===== src/rtl/mem_arbiter_if.sv =====
// Bus bundle for mem_arbiter: 68000 CPU port, SPI byte port and the shared
// synchronous single-port RAM port. slave = arbiter side, master = environment.
interface mem_arbiter_if #(
   parameter int ADDR_BITS = 15
);
   // 68000 side
   logic                 cpu_as_n;
   logic                 cpu_rw;
   logic                 cpu_uds_n;
   logic                 cpu_lds_n;
   logic [ADDR_BITS-1:0] cpu_a;
   logic [15:0]          cpu_dout;
   logic [15:0]          cpu_din;
   logic                 cpu_dtack_n;

   // SPI slave side (byte addressed)
   logic                 spi_wr;
   logic                 spi_rd;
   logic [ADDR_BITS:0]   spi_addr;
   logic [7:0]           spi_di;
   logic [7:0]           spi_do;
   logic                 spi_done;
   logic                 spi_ovf;

   // shared RAM side
   logic [ADDR_BITS-1:0] mem_addr;
   logic [15:0]          mem_din;
   logic                 mem_we;
   logic                 mem_ub;
   logic                 mem_lb;
   logic [15:0]          mem_dout;

   modport slave (
      input  cpu_as_n, cpu_rw, cpu_uds_n, cpu_lds_n, cpu_a, cpu_dout,
      output cpu_din, cpu_dtack_n,
      input  spi_wr, spi_rd, spi_addr, spi_di,
      output spi_do, spi_done, spi_ovf,
      output mem_addr, mem_din, mem_we, mem_ub, mem_lb,
      input  mem_dout
   );

   modport master (
      output cpu_as_n, cpu_rw, cpu_uds_n, cpu_lds_n, cpu_a, cpu_dout,
      input  cpu_din, cpu_dtack_n,
      output spi_wr, spi_rd, spi_addr, spi_di,
      input  spi_do, spi_done, spi_ovf,
      input  mem_addr, mem_din, mem_we, mem_ub, mem_lb,
      output mem_dout
   );
endinterface


===== src/rtl/mem_arbiter.sv =====
// Two-master arbiter (68000 CPU, SPI byte port) onto one synchronous 16-bit RAM.
// Optional MEM_ARBITER_ROMWP_EN: CPU writes below ROM_TOP are acknowledged but dropped.
module mem_arbiter #(
   parameter int                   ADDR_BITS = 15,
   parameter logic [ADDR_BITS-1:0] ROM_TOP   = 15'h4000
) (
   input logic          clk,
   input logic          reset,
   mem_arbiter_if.slave bus
);

   typedef enum logic [2:0] {
      IDLE,
      CPU_ACC,
      CPU_WAIT,
      CPU_ACK,
      SPI_ACC,
      SPI_WAIT
   } state_t;

   localparam logic GNT_CPU = 1'b0;
   localparam logic GNT_SPI = 1'b1;

   state_t             state;
   logic               cpu_served;
   logic               last_grant;

   // one-entry SPI request buffer
   logic               pend_vld;
   logic               pend_rd;
   logic [ADDR_BITS:0] pend_addr;
   logic [7:0]         pend_di;

   logic               cpu_req;
   logic               spi_req;
   logic               spi_pulse;
   logic               grant_cpu;
   logic               cpu_we_ok;

   always_comb begin
      cpu_req   = ~bus.cpu_as_n & (~bus.cpu_uds_n | ~bus.cpu_lds_n) & ~cpu_served;
      spi_req   = pend_vld;
      spi_pulse = bus.spi_wr | bus.spi_rd;
      grant_cpu = cpu_req & (~spi_req | (last_grant == GNT_SPI));
   end

`ifdef MEM_ARBITER_ROMWP_EN
   assign cpu_we_ok = ~bus.cpu_rw & (bus.cpu_a >= ROM_TOP);
`else
   assign cpu_we_ok = ~bus.cpu_rw;
`endif

   always_ff @(posedge clk) begin
      if (reset) begin
         state           <= IDLE;
         cpu_served      <= 1'b0;
         last_grant      <= GNT_CPU;
         pend_vld        <= 1'b0;
         pend_rd         <= 1'b0;
         pend_addr       <= '0;
         pend_di         <= '0;
         bus.cpu_dtack_n <= 1'b1;
         bus.cpu_din     <= '0;
         bus.spi_do      <= '0;
         bus.spi_done    <= 1'b0;
         bus.spi_ovf     <= 1'b0;
         bus.mem_we      <= 1'b0;
         bus.mem_ub      <= 1'b0;
         bus.mem_lb      <= 1'b0;
         bus.mem_addr    <= '0;
         bus.mem_din     <= '0;
      end else begin
         bus.spi_done <= 1'b0;
         bus.mem_we   <= 1'b0;

         // A bus cycle counts as new only after AS has been seen high.
         if (bus.cpu_as_n)
            cpu_served <= 1'b0;

         // The entry is freed on the same edge spi_done rises, so a pulse
         // in the done cycle finds it empty and is accepted.
         if (spi_pulse) begin
            if (pend_vld) begin
               bus.spi_ovf <= 1'b1;
            end else begin
               pend_vld  <= 1'b1;
               pend_rd   <= bus.spi_rd;
               pend_addr <= bus.spi_addr;
               pend_di   <= bus.spi_di;
            end
         end

         case (state)
            IDLE: begin
               // last_grant holds the winner of the latest tie, so
               // back-to-back ties alternate between the two masters.
               if (cpu_req && spi_req)
                  last_grant <= grant_cpu ? GNT_CPU : GNT_SPI;
               if (grant_cpu) begin
                  state        <= CPU_ACC;
                  cpu_served   <= 1'b1;
                  bus.mem_addr <= bus.cpu_a;
                  bus.mem_ub   <= ~bus.cpu_uds_n;
                  bus.mem_lb   <= ~bus.cpu_lds_n;
                  bus.mem_we   <= cpu_we_ok;
                  if (!bus.cpu_rw)
                     bus.mem_din <= bus.cpu_dout;
               end else if (spi_req) begin
                  state        <= SPI_ACC;
                  bus.mem_addr <= pend_addr[ADDR_BITS:1];
                  bus.mem_ub   <= ~pend_addr[0];
                  bus.mem_lb   <= pend_addr[0];
                  bus.mem_din  <= {pend_di, pend_di};
                  bus.mem_we   <= ~pend_rd;
               end
            end

            CPU_ACC: begin
               bus.mem_ub <= 1'b0;
               bus.mem_lb <= 1'b0;
               if (bus.cpu_rw) begin
                  state <= CPU_WAIT;
               end else begin
                  state           <= CPU_ACK;
                  bus.cpu_dtack_n <= 1'b0;
               end
            end

            CPU_WAIT: begin
               state           <= CPU_ACK;
               bus.cpu_din     <= bus.mem_dout;
               bus.cpu_dtack_n <= 1'b0;
            end

            CPU_ACK: begin
               if (bus.cpu_as_n) begin
                  state           <= IDLE;
                  bus.cpu_dtack_n <= 1'b1;
               end
            end

            SPI_ACC: begin
               bus.mem_ub <= 1'b0;
               bus.mem_lb <= 1'b0;
               if (pend_rd) begin
                  state <= SPI_WAIT;
               end else begin
                  state        <= IDLE;
                  bus.spi_done <= 1'b1;
                  pend_vld     <= 1'b0;
               end
            end

            SPI_WAIT: begin
               state        <= IDLE;
               bus.spi_do   <= pend_addr[0] ? bus.mem_dout[7:0] : bus.mem_dout[15:8];
               bus.spi_done <= 1'b1;
               pend_vld     <= 1'b0;
            end

            default: state <= IDLE;
         endcase
      end
   end

endmodule

===== src/flat_wrapper.sv =====
// flat-port wrapper written by rule: the top's interface ports become plain ports
module mem_arbiter_flat 
#(
   parameter int                   ADDR_BITS = 15,
   parameter logic [ADDR_BITS-1:0] ROM_TOP   = 15'h4000
)
  (clk, reset, bus_cpu_as_n, bus_cpu_rw, bus_cpu_uds_n, bus_cpu_lds_n, bus_cpu_a, bus_cpu_dout, bus_cpu_din, bus_cpu_dtack_n, bus_spi_wr, bus_spi_rd, bus_spi_addr, bus_spi_di, bus_spi_do, bus_spi_done, bus_spi_ovf, bus_mem_addr, bus_mem_din, bus_mem_we, bus_mem_ub, bus_mem_lb, bus_mem_dout);
  mem_arbiter_if #(.ADDR_BITS(ADDR_BITS)) bus_i ();
  input logic clk;
  input logic reset;
  input wire logic [$bits(bus_i.cpu_as_n)-1:0] bus_cpu_as_n;
  input wire logic [$bits(bus_i.cpu_rw)-1:0] bus_cpu_rw;
  input wire logic [$bits(bus_i.cpu_uds_n)-1:0] bus_cpu_uds_n;
  input wire logic [$bits(bus_i.cpu_lds_n)-1:0] bus_cpu_lds_n;
  input wire logic [$bits(bus_i.cpu_a)-1:0] bus_cpu_a;
  input wire logic [$bits(bus_i.cpu_dout)-1:0] bus_cpu_dout;
  output wire logic [$bits(bus_i.cpu_din)-1:0] bus_cpu_din;
  output wire logic [$bits(bus_i.cpu_dtack_n)-1:0] bus_cpu_dtack_n;
  input wire logic [$bits(bus_i.spi_wr)-1:0] bus_spi_wr;
  input wire logic [$bits(bus_i.spi_rd)-1:0] bus_spi_rd;
  input wire logic [$bits(bus_i.spi_addr)-1:0] bus_spi_addr;
  input wire logic [$bits(bus_i.spi_di)-1:0] bus_spi_di;
  output wire logic [$bits(bus_i.spi_do)-1:0] bus_spi_do;
  output wire logic [$bits(bus_i.spi_done)-1:0] bus_spi_done;
  output wire logic [$bits(bus_i.spi_ovf)-1:0] bus_spi_ovf;
  output wire logic [$bits(bus_i.mem_addr)-1:0] bus_mem_addr;
  output wire logic [$bits(bus_i.mem_din)-1:0] bus_mem_din;
  output wire logic [$bits(bus_i.mem_we)-1:0] bus_mem_we;
  output wire logic [$bits(bus_i.mem_ub)-1:0] bus_mem_ub;
  output wire logic [$bits(bus_i.mem_lb)-1:0] bus_mem_lb;
  input wire logic [$bits(bus_i.mem_dout)-1:0] bus_mem_dout;
  assign bus_i.cpu_as_n = bus_cpu_as_n;
  assign bus_i.cpu_rw = bus_cpu_rw;
  assign bus_i.cpu_uds_n = bus_cpu_uds_n;
  assign bus_i.cpu_lds_n = bus_cpu_lds_n;
  assign bus_i.cpu_a = bus_cpu_a;
  assign bus_i.cpu_dout = bus_cpu_dout;
  assign bus_cpu_din = bus_i.cpu_din;
  assign bus_cpu_dtack_n = bus_i.cpu_dtack_n;
  assign bus_i.spi_wr = bus_spi_wr;
  assign bus_i.spi_rd = bus_spi_rd;
  assign bus_i.spi_addr = bus_spi_addr;
  assign bus_i.spi_di = bus_spi_di;
  assign bus_spi_do = bus_i.spi_do;
  assign bus_spi_done = bus_i.spi_done;
  assign bus_spi_ovf = bus_i.spi_ovf;
  assign bus_mem_addr = bus_i.mem_addr;
  assign bus_mem_din = bus_i.mem_din;
  assign bus_mem_we = bus_i.mem_we;
  assign bus_mem_ub = bus_i.mem_ub;
  assign bus_mem_lb = bus_i.mem_lb;
  assign bus_i.mem_dout = bus_mem_dout;
  mem_arbiter #(.ADDR_BITS(ADDR_BITS), .ROM_TOP(ROM_TOP)) u_core (.clk(clk), .reset(reset), .bus(bus_i));
endmodule

===== config.mk =====
export PLATFORM = sky130hd
export DESIGN_NAME = mem_arbiter_flat
export DESIGN_NICKNAME = d
export VERILOG_FILES = /design/src/rtl/mem_arbiter_if.sv /design/src/rtl/mem_arbiter.sv /design/src/flat_wrapper.sv
export SDC_FILE = /design/constraint.sdc
export NUM_CORES = 1
export LEC_CHECK = 0
export ABC_CLOCK_PERIOD_IN_PS = 2650
export BUFFER_PORTS_ARGS = -buffer_cell sky130_fd_sc_hd__buf_2
export CORE_MARGIN = 1.5
export CORE_UTILIZATION = 53
export CTS_CLUSTER_SIZE = 20
export DETAILED_ROUTE_END_ITERATION = 8
export HOLD_SLACK_MARGIN = 0.06
export PLACE_DENSITY_LB_ADDON = 0.1
export SYNTH_ARGS = -nofsm -noshare
export SYNTH_HDL_FRONTEND = slang
export SYNTH_SLANG_ARGS = --single-unit
export TNS_END_PERCENT = 30

===== constraint.sdc =====
create_clock -name clk -period 2.65 [get_ports clk]
set_input_delay 0.265 -clock clk [delete_from_list [all_inputs] [get_ports clk]]
set_output_delay 0.265 -clock clk [all_outputs]
set_load 0.02 [all_outputs]

==> run_results.csv <==
group,metric,value,unit
sta,rsz0062_at_grt,"false",
final_layout,fillCellCount,621,
place,gp_congestion,0.8016,
power,combPwrFrac,0.421,
routing,wl_per_cell,14.12,um
yosys,syn_inst,444,
die,io_pins,140,
worst_setup_path,rr_startpoint,"u_core.state[0]$_SDFFE_PP0P_",
yosys,async_flop_share,0,
power,power_density,1155,nW/um^2
power,pwr-share-clk,0.199,
yosys,ys_ff_latch,92,
sta,slew_headroom,0.5569,
final_layout,final_layout_size_suffix_gt1_frac,0.3170,
routing,dr.pass1.iters,4,
sta,tns,0,ns
sta,min_period,1.939,ns
place,post-place-ws,0.7039,ns
final_layout,multi_input_area,1790,um^2
die,die_x,88.09,um
place,dp_hpwl,6.505,mm
sta,max_slew.worst_pin.slew,0.6646,ns
clock_network,postCtsSetupBuffers,0,
hold_path,min-delay-start,"bus_spi_di[4]",
routing,drt_iter0_markers,182,
yosys,syn-num-nets,523,
worst_setup_path,cp-end-kind,"flip-flop",
clock_network,cts_max_level,3,
global_route,gr-usage-all-layers,0.2423,
power,swShare,0.4021,
worst_setup_path,worstPathArrival,2.18,ns
worst_setup_path,critPathRequiredTime,2.90,ns
global_route,antenna_found_initial,0,
sta,finalMaxSlewViolations,0,
sta,whs,0.1477,ns
final_layout,fin_nets,645,
die,core_area,6907,um^2
yosys,yosysWarnings,0,
power,leakagePower,2.030,nW
global_route,grt_max_degree,64,
worst_setup_path,cp_max_fo,46,
sta,finalCritPeriodShare,0.7318,
yosys,syn_avg_cell_area,8.643,um^2
place,portBuffers,139,
hold_path,hold_path_class,"primary input to flip-flop",
clock_network,post_cts_resized,0,
job,drv_cap,0,
sta,clock_skew,0.008244,ns
final_layout,regArea,1842,um^2
worst_setup_path,reg2reg_depth,5,
clock_network,clk_latency,0.35,ns
sta,final_hold_viol_count,0,
routing,wirelength,9.415,mm
worst_setup_path,cp-startpoint,"u_core.state[0]$_SDFFE_PP0P_",
yosys,ys.flop_type,"dfxtp_1",
power,cellInternalPower,3.289,mW
routing,viasPerCell,5.214,
worst_setup_path,cp-start-kind,"flip-flop",
final_layout,syn2layout_area_growth,24.10,%
die,start_util,0.5556,
power,ir_drop,0.0005523,V
global_route,grt_pass1_vias,3203,
die,rows,30,
clock_network,cts_sinks,92,
clock_network,clk_path_buf_depth,2,
yosys,synth_cell_types,37,
clock_network,root_buffer,"clkbuf_8",
sta,timing.final.ws_setup,0.7106,ns
routing,drc,0,
worst_setup_path,critPathKind,"flip-flop to flip-flop",
routing,ant_nets,0,
sta,setup_violations,0,
clock_network,cts_made_buffers,9,
power,seqPwrFrac,0.381,
global_route,grt_overflow_total,0,
final_layout,insertedDiodeCount,0,
clock_network,path_clk_slew,0.08,ns
yosys,synthesis.area,3837,um^2
place,place_inst,651,
clock_network,cts_tree,"done",
global_route,grt_pass1_wl,14.84,mm
clock_network,ctsHoldBuffers,0,
yosys,synth_edf_count,0,
final_layout,fin_util,0.6895,
power,p_switching,2.212,mW
hold_path,whs_path_depth,3,
yosys,ys_seq_area_frac,0.4799,
status,outcome,"finished, final reports clean",
sta,fmax,515.6,MHz
final_layout,instances_no_fill,667,
die,fp.dieH,88.09,um
routing,vias,3478,
die,die_area,7760,um^2
placed cells by master, fill, tap and decap left out, types with 2 or more instances in the layout:
master	instances
nor3_1	5
clkbuf_1	2
buf_2	138
a211oi_1	15
nand3_1	2
o21ai_0	2
bufinv_16	3
nand2_1	117
buf_4	7
nor2_1	29
a311oi_1	16
inv_1	4
and3_1	3
a21oi_1	63
dfxtp_1	92
a211oi_2	11
nor2b_1	2
clkbuf_8	9
mux2i_1	25
nand2b_1	3
clkinv_2	2
metrics by stage:
| step | power [mW] | instance area (um^2) |
|---|---|---|
| finish | 5.502 | 4762 |
| global route | 5.852 | 4762 |
| CTS | 5.527 | 4762 |
| detailed placement | 4.434 | 4531 |
| global placement | 4.368 | 4531 |
| floorplan | 3.835 | 3837 |
synthesized netlist by cell type, drive strengths merged (2+ instances only):
cell type / number / area [um^2]
nor2: 30 / 112.6
nand3: 3 / 20.02
clkbuf: 21 / 78.83
inv: 4 / 15.01
and3: 3 / 18.77
and2: 2 / 12.51
nor2b: 2 / 12.51
nand2b: 3 / 18.77
buf: 14 / 126.4
dfxtp: 92 / 1842
nor3: 6 / 35.03
a311oi: 16 / 140.1
a211oi: 27 / 270.3
o21ai: 4 / 20.02
a21oi: 64 / 324.1
nand2: 117 / 439.2
mux2i: 25 / 250.2
kinds of logic (layout without fill, tap and decap cells):
| kind of cell | after synthesis | in the layout | share of synthesized area |
|---|---|---|---|
| simple gates | 167 | 167 | 0.1774 |
| compound gates | 119 | 119 | 0.2149 |
| flops | 92 | 92 | 0.4799 |
| buf+inv | 39 | 166 | 0.05738 |
| mux | 26 | 26 | 0.06814 |
| xor+xnor | 1 | 1 | 0.002283 |
flip-flops by register name, summed over array words and instances (netlist names), 3 cells and up:
signal / count
u_core.bus.cpu_din: 16
u_core.bus.mem_addr: 15
u_core.bus.mem_din: 16
u_core.bus.spi_do: 8
u_core.pend_addr: 16
u_core.pend_di: 8
u_core.state: 3
routing by layer:
| metal | track usage | up-vias | wire length, um |
|---|---|---|---|
| li1 | - | 1780 | - |
| met1 | 0.3130 | 1561 | 4217 |
| met2 | 0.3997 | 121 | 4421 |
| met3 | 0.04807 | 16 | 612 |
| met4 | 0.09375 | 0 | 163 |
| met5 | 0 | - | 0 |
power by group through the flow:
stage	combinational, mW	sequential [mW]	clock (mW)
after floorplan	1.38	2.45	0
after global placement	2.27	2.10	0
after detailed placement	2.32	2.12	0
after CTS	2.33	2.09	1.11
after global routing	2.52	2.15	1.18
final	2.32	2.09	1.09
layout make-up:
cell class	instances	area share
timing repair buffer	146	0.1603
sequential	92	0.3868
multi-input combinational	313	0.3760
clock buffer	11	0.02759
inverter	4	0.003153
tap	96	0.02522
clock inverter	5	0.02102
critical path, cell delays in order (launching register included):
cell and delay, ns:
dfxtp_1 0.46, or3_4 0.47, a21oi_4 0.12, buf_4 0.41, nor2_1 0.07, a311oi_1 0.28
worst paths after layout:
| kind | to | slack (ns) |
|---|---|---|
| setup / recovery | u_core.bus.mem_addr[8]$_SDFFE_PP0P_ | 0.71 |
| hold / removal | u_core.pend_di[4]$_SDFFE_PP0P_ | 0.15 |
| setup reg to reg | u_core.bus.mem_addr[8]$_SDFFE_PP0P_ | 0.71 |
| hold reg to reg | u_core.bus.spi_ovf$_SDFFE_PP0P_ | 0.45 |
(Power assumes the default switching activity.)
